**config.mk**
```make
export PLATFORM = sky130hd
export DESIGN_NAME = shift_issue_stage
export DESIGN_NICKNAME = d
export VERILOG_FILES = /design/src/rtl/shift_pkg.sv /design/src/rtl/shift_decode.sv /design/src/rtl/shift_issue_stage.sv
export SDC_FILE = /design/constraint.sdc
export NUM_CORES = 1
export LEC_CHECK = 0
export ABC_AREA = 1
export ABC_CLOCK_PERIOD_IN_PS = 7900
export CAP_MARGIN = 30
export CELL_PAD_IN_SITES_DETAIL_PLACEMENT = 0
export CELL_PAD_IN_SITES_GLOBAL_PLACEMENT = 1
export CORE_MARGIN = 8
export CORE_UTILIZATION = 30
export DETAILED_ROUTE_END_ITERATION = 8
export PLACE_DENSITY = 0.83
export REMOVE_ABC_BUFFERS = 1
export SLEW_MARGIN = 30
export SYNTH_ARGS = -nofsm -noshare
export SYNTH_HDL_FRONTEND = slang
export SYNTH_HIERARCHICAL = 1
export SYNTH_SLANG_ARGS = --single-unit
```
**constraint.sdc**
```tcl
create_clock -name clk -period 7.9 [get_ports clk]
set_input_delay 1.975 -clock clk [delete_from_list [all_inputs] [get_ports clk]]
set_output_delay 1.975 -clock clk [all_outputs]
set_load 0.03 [all_outputs]
```
**src/rtl/shift_pkg.sv**
```systemverilog
// rtl/shift_pkg.sv - funct and shifter control encodings shared by the shift issue stage
package shift_pkg;

  localparam logic [5:0] FUNCT_SLL  = 6'b000000;
  localparam logic [5:0] FUNCT_SRL  = 6'b000010;
  localparam logic [5:0] FUNCT_SRA  = 6'b000011;
  localparam logic [5:0] FUNCT_SLLV = 6'b000100;
  localparam logic [5:0] FUNCT_SRLV = 6'b000110;
  localparam logic [5:0] FUNCT_SRAV = 6'b000111;

  localparam logic [1:0] ALUC_SRA = 2'b00;
  localparam logic [1:0] ALUC_SRL = 2'b01;
  localparam logic [1:0] ALUC_SLL = 2'b10;

endpackage

```
**src/rtl/shift_decode.sv**
```systemverilog
// rtl/shift_decode.sv - decodes an R-type shift instruction into barrel shifter controls
module shift_decode
  import shift_pkg::*;
(
  input  logic [5:0]  funct_i,
  input  logic [4:0]  shamt_i,
  input  logic [4:0]  rs_amt_i,
  input  logic [31:0] rt_val_i,
  output logic [31:0] a_o,
  output logic [4:0]  b_o,
  output logic [1:0]  aluc_o,
  output logic        err_o
);

  always_comb begin
    a_o    = rt_val_i;
    b_o    = shamt_i;
    aluc_o = ALUC_SLL;
    err_o  = 1'b0;
    case (funct_i)
      FUNCT_SLL: begin
        b_o    = shamt_i;
        aluc_o = ALUC_SLL;
      end
      FUNCT_SRL: begin
        b_o    = shamt_i;
        aluc_o = ALUC_SRL;
      end
      FUNCT_SRA: begin
        b_o    = shamt_i;
        aluc_o = ALUC_SRA;
      end
      FUNCT_SLLV: begin
        b_o    = rs_amt_i;
        aluc_o = ALUC_SLL;
      end
      FUNCT_SRLV: begin
        b_o    = rs_amt_i;
        aluc_o = ALUC_SRL;
      end
      FUNCT_SRAV: begin
        b_o    = rs_amt_i;
        aluc_o = ALUC_SRA;
      end
      default: begin
        // Non-shift ops still flow through the pipe so retirement stays in order.
        a_o    = '0;
        b_o    = '0;
        aluc_o = ALUC_SRA;
        err_o  = 1'b1;
      end
    endcase
  end

endmodule

```
**src/rtl/shift_issue_stage.sv**
```systemverilog
// rtl/shift_issue_stage.sv - two-stage issue/retire pipeline around an external barrel shifter
module shift_issue_stage
  import shift_pkg::*;
#(
  parameter int CNT_W = 16
) (
  input  logic             clk,
  input  logic             rst,
  input  logic             in_valid,
  output logic             in_ready,
  input  logic [5:0]       funct,
  input  logic [4:0]       shamt,
  input  logic [31:0]      rs_val,
  input  logic [31:0]      rt_val,
  output logic [31:0]      sh_a,
  output logic [4:0]       sh_b,
  output logic [1:0]       sh_aluc,
  input  logic [31:0]      sh_c,
  output logic             out_valid,
  input  logic             out_ready,
  output logic [31:0]      out_data,
  output logic             out_err,
  output logic [CNT_W-1:0] done_cnt
);

  localparam logic [CNT_W-1:0] CNT_ONE = {{(CNT_W-1){1'b0}}, 1'b1};

  logic [31:0]      dec_a;
  logic [4:0]       dec_b;
  logic [1:0]       dec_aluc;
  logic             dec_err;

  logic             s1_valid_q, s1_valid_d;
  logic             s1_err_q, s1_err_d;
  logic [31:0]      sh_a_q, sh_a_d;
  logic [4:0]       sh_b_q, sh_b_d;
  logic [1:0]       sh_aluc_q, sh_aluc_d;
  logic             s2_valid_q, s2_valid_d;
  logic [31:0]      out_data_q, out_data_d;
  logic             out_err_q, out_err_d;
  logic [CNT_W-1:0] done_cnt_q, done_cnt_d;

  logic             s2_adv;
  logic             accept;
  logic             retire;
  logic             unused_rs_hi;

  // Only the low five bits of rs form a variable shift amount.
  assign unused_rs_hi = ^rs_val[31:5];

  shift_decode u_decode (
    .funct_i  (funct),
    .shamt_i  (shamt),
    .rs_amt_i (rs_val[4:0]),
    .rt_val_i (rt_val),
    .a_o      (dec_a),
    .b_o      (dec_b),
    .aluc_o   (dec_aluc),
    .err_o    (dec_err)
  );

  assign s2_adv   = s1_valid_q && (!s2_valid_q || out_ready);
  assign in_ready = !s1_valid_q || s2_adv;
  assign accept   = in_valid && in_ready;
  assign retire   = s2_valid_q && out_ready;

  always_comb begin
    s1_valid_d = s1_valid_q;
    s1_err_d   = s1_err_q;
    sh_a_d     = sh_a_q;
    sh_b_d     = sh_b_q;
    sh_aluc_d  = sh_aluc_q;
    s2_valid_d = s2_valid_q;
    out_data_d = out_data_q;
    out_err_d  = out_err_q;
    done_cnt_d = done_cnt_q;

    if (accept) begin
      s1_valid_d = 1'b1;
      s1_err_d   = dec_err;
      sh_a_d     = dec_a;
      sh_b_d     = dec_b;
      sh_aluc_d  = dec_aluc;
    end else if (s2_adv) begin
      s1_valid_d = 1'b0;
    end

    // sh_c is a pure function of the S1 registers, so it is sampled as S1 moves on.
    if (s2_adv) begin
      s2_valid_d = 1'b1;
      out_data_d = s1_err_q ? 32'h0 : sh_c;
      out_err_d  = s1_err_q;
    end else if (retire) begin
      s2_valid_d = 1'b0;
    end

    if (retire) begin
      done_cnt_d = done_cnt_q + CNT_ONE;
    end
  end

  always_ff @(posedge clk or posedge rst) begin
    if (rst) begin
      s1_valid_q <= 1'b0;
      s1_err_q   <= 1'b0;
      sh_a_q     <= '0;
      sh_b_q     <= '0;
      sh_aluc_q  <= ALUC_SRA;
      s2_valid_q <= 1'b0;
      out_data_q <= '0;
      out_err_q  <= 1'b0;
      done_cnt_q <= '0;
    end else begin
      s1_valid_q <= s1_valid_d;
      s1_err_q   <= s1_err_d;
      sh_a_q     <= sh_a_d;
      sh_b_q     <= sh_b_d;
      sh_aluc_q  <= sh_aluc_d;
      s2_valid_q <= s2_valid_d;
      out_data_q <= out_data_d;
      out_err_q  <= out_err_d;
      done_cnt_q <= done_cnt_d;
    end
  end

  assign sh_a      = sh_a_q;
  assign sh_b      = sh_b_q;
  assign sh_aluc   = sh_aluc_q;
  assign out_valid = s2_valid_q;
  assign out_data  = out_data_q;
  assign out_err   = out_err_q;
  assign done_cnt  = done_cnt_q;

endmodule

```
==> flow_metrics.env <==
export IMPL_tightest_slew_ns=0.821
export IMPL_worstHoldPathType="flip-flop to flip-flop"
export IMPL_leakage_nw=3.19
export IMPL_rsz0062_at_grt="false"
export IMPL_holdPathStages=2
export IMPL_ant_nets=0
export IMPL_final_core_util_pct=46.4
export IMPL_grt_pass1_vias=3992
export IMPL_routed_via_density=4.42
export IMPL_start_util_pct=30.4
export IMPL_core_area_um2=13800
export IMPL_yosys_warnings=6
export IMPL_synth_edf_count=0
export IMPL_cp_end_kind="primary output"
export IMPL_dp_hpwl_um=8770
export IMPL_status="finished clean"
export IMPL_r2r_setup_slack_ns=5.92
export IMPL_finalClockSkew_ns=0.00571
export IMPL_relSlewSlack_pct=45.3
export IMPL_slew_viol_final=0
export IMPL_netlist_instances=528
export IMPL_synthTopCellsByArea="dfrtp_1 54%, nand2_1 20%, nand3_1 5.4%, inv_1 4.4%, nor2_1 3.9%"
export IMPL_placementRows=43
export IMPL_ir_drop_mv=0.117
export IMPL_yosysMostFrequentCell="nand2_1"
export IMPL_wirelength_um=12100
export IMPL_fmax_mhz=188
export IMPL_setup_tns_final_ns=0
export IMPL_vias=3878
export IMPL_synthArstFlopShare_pct=100
export IMPL_r2r_start="out_valid"
export IMPL_ys_top_cells_by_count="225 x nand2_1, 91 x dfrtp_1, 49 x inv_1"
export IMPL_synth_top_cell_area_share_pct=54.4
export IMPL_slowest_delay_ns=0.71
export IMPL_final_hold_viol_count=0
export IMPL_cp_common_cell="clkdlybuf4s50_1"
export IMPL_io_pin_count=201
export IMPL_synth_seq_cells=91
export IMPL_grt_max_degree=64
export IMPL_finalSetupViolCount=0
export IMPL_n_fill_cell=1367
export IMPL_drc_errors=0
export IMPL_crit_required_ns=5.93
export IMPL_diodes=0
export IMPL_cp_slowest_cell="clkdlybuf4s50_1"
export IMPL_multi_input_area_um2=1580
export IMPL_post_cts_buffers=0
export IMPL_detail_route_first_pass_iterations=4
export IMPL_cp_start_kind="primary input"
export IMPL_drtIter0Drc=170
export IMPL_pwr_density_cell_nw_per_um2=233
export IMPL_yosysSeqAreaShare_pct=54.4
export IMPL_drive_above_1_share_pct=6.17
export IMPL_synth_flop_cell="dfrtp_1"
export IMPL_syn_to_final_growth_pct=52.6
export IMPL_maxCapViolCount=0
export IMPL_place_congestion=0.751
export IMPL_fin_nets=804
export IMPL_path_cells="clkdlybuf4s50_1 > inv_2 > nand3_2 > clkdlybuf4s50_1"
export IMPL_dieWidth_um=134
export IMPL_worstSetupPathType="primary input to primary output"
export IMPL_final_seq_area_um2=2280
export IMPL_synth_top_area_cell="dfrtp_1"
export IMPL_fin_crit_sh_pct=67.5
export IMPL_dpl_cell_area_um2=6040
export IMPL_dieArea_um2=18000
export IMPL_r2r_cells=6
export IMPL_clock_latency_ns=0.34
export IMPL_syn_avg_cell_area_um2=7.92
export IMPL_crit_family="buffers and inverters"
export IMPL_cts_hold_buf=0
export IMPL_cts_tree="done"
export IMPL_post_route_cell_area_um2=6390
export IMPL_worstPathArrival_ns=3.36
export IMPL_clk_path_buf_depth=2
export IMPL_overflow=0
export IMPL_numCtsBuffers=9
export IMPL_min_to="sh_a[4]"
export IMPL_wl_per_cell_um=13.8
export IMPL_synth_area_um2=4180
export IMPL_rr_endpoint="sh_a[13]"
export IMPL_post_cts_resized=0
export IMPL_ys_types=25
export IMPL_antenna_found_initial=0
export IMPL_grt_first_pass_wirelength_um=20100
export IMPL_die_y_um=134
export IMPL_cts_max_level=3
export IMPL_critical_path_buf_inv_count=3
export IMPL_cts_num_sinks=91
export IMPL_instances_no_fill=877
export IMPL_cts_root_buffer="clkbuf_16"
export IMPL_worstPathMaxFanout=2
export IMPL_portBuffers=173
export IMPL_grtUsageTotal_pct=13.8
export IMPL_placed_cells=861
export IMPL_final_min_clock_period_ns=5.33
export IMPL_clkTransAtPathRegs_ns=0.06
export IMPL_min_from="sh_a[4]"
[registers in the layout (all words and copies together) (netlist names)]
signal,cells
done_cnt,16
sh_a,32
out_err,1
sh_b,5
sh_aluc,2
out_valid,1
s1_valid_q,1
s1_err_q,1
out_data,32
[through the flow]
step	power (mW)	hold slack, ns	setup slack [ns]
after global routing	1.57	0.494	2.49
after floorplan	0.789	0.502	3.37
after CTS	1.52	0.473	2.55
after detailed placement	1.00	0.459	2.57
after global placement	0.994	0.453	2.56
final	1.49	0.466	2.57
[final cells by class]
type	count	area share (%)
Sequential cell	91	35.7
Clock inverter	6	1.74
Multi-Input combinational cell	362	24.7
Tap cell	180	3.53
Timing Repair Buffer	177	27.6
Inverter	51	3.04
Clock buffer	10	3.74
[worst reg2reg max path: stages (launching register included)]
cell     delay (ns)
dfrtp_1        0.43
nand3_2        0.14
buf_4          0.41
nand2_1        0.38
buf_4          0.36
nand2_1        0.11
nand2_1        0.05
[how the worst max path moves through the flow]
stage | start | endpoint | slack [ns] | cells past startpoint
floorplan | out_ready | in_ready | 3.37 | 2
global placement | out_ready | in_ready | 2.56 | 4
detailed placement | out_ready | in_ready | 2.57 | 4
CTS | out_ready | in_ready | 2.55 | 4
global route | out_ready | in_ready | 2.49 | 4
finish | out_ready | in_ready | 2.57 | 4
[cell usage in the layout, fill, tap and decap left out, drive strengths merged]
master | Yosys | final
clkbuf | 6 | 10
nand3 | 46 | 46
and2 | 1 | 1
clkinv | 0 | 1
xor2 | 5 | 5
bufinv | 0 | 3
nand4 | 12 | 12
nand2 | 229 | 229
inv | 51 | 52
ha | 1 | 1
nor2 | 58 | 58
xnor2 | 2 | 2
buf | 18 | 4
clkdlybuf4s50 | 0 | 173
dfrtp | 91 | 91
clkinvlp | 0 | 1
o21ai | 4 | 4
nand3b | 3 | 3
a21oi | 1 | 1
[cell families after synthesis]
| kind of cell | after synthesis | synth area share (%) |
|---|---|---|
| AOI/OAI and AO/OA | 5 | 0.598 |
| xor gates and xnor gates | 7 | 1.47 |
| adders and majority gates | 1 | 0.299 |
| buffers and inverters | 75 | 7.86 |
| DFF | 91 | 54.4 |
| and+or+nand+nor | 349 | 35.3 |
[layer usage]
layer	vias up	wire, um	global-route usage (%)
met2	131	5170	20.6
met1	1803	5450	17.0
met4	0	152	5.24
met3	10	1310	6.32
li1	1934	-	-
met5	-	0	0
[power breakdown]
part           internal (mW)  switching [mW]
registers              0.525          0.0461
logic                  0.170           0.244
clock network          0.318           0.185
Power figures use the tool's default switching activity.
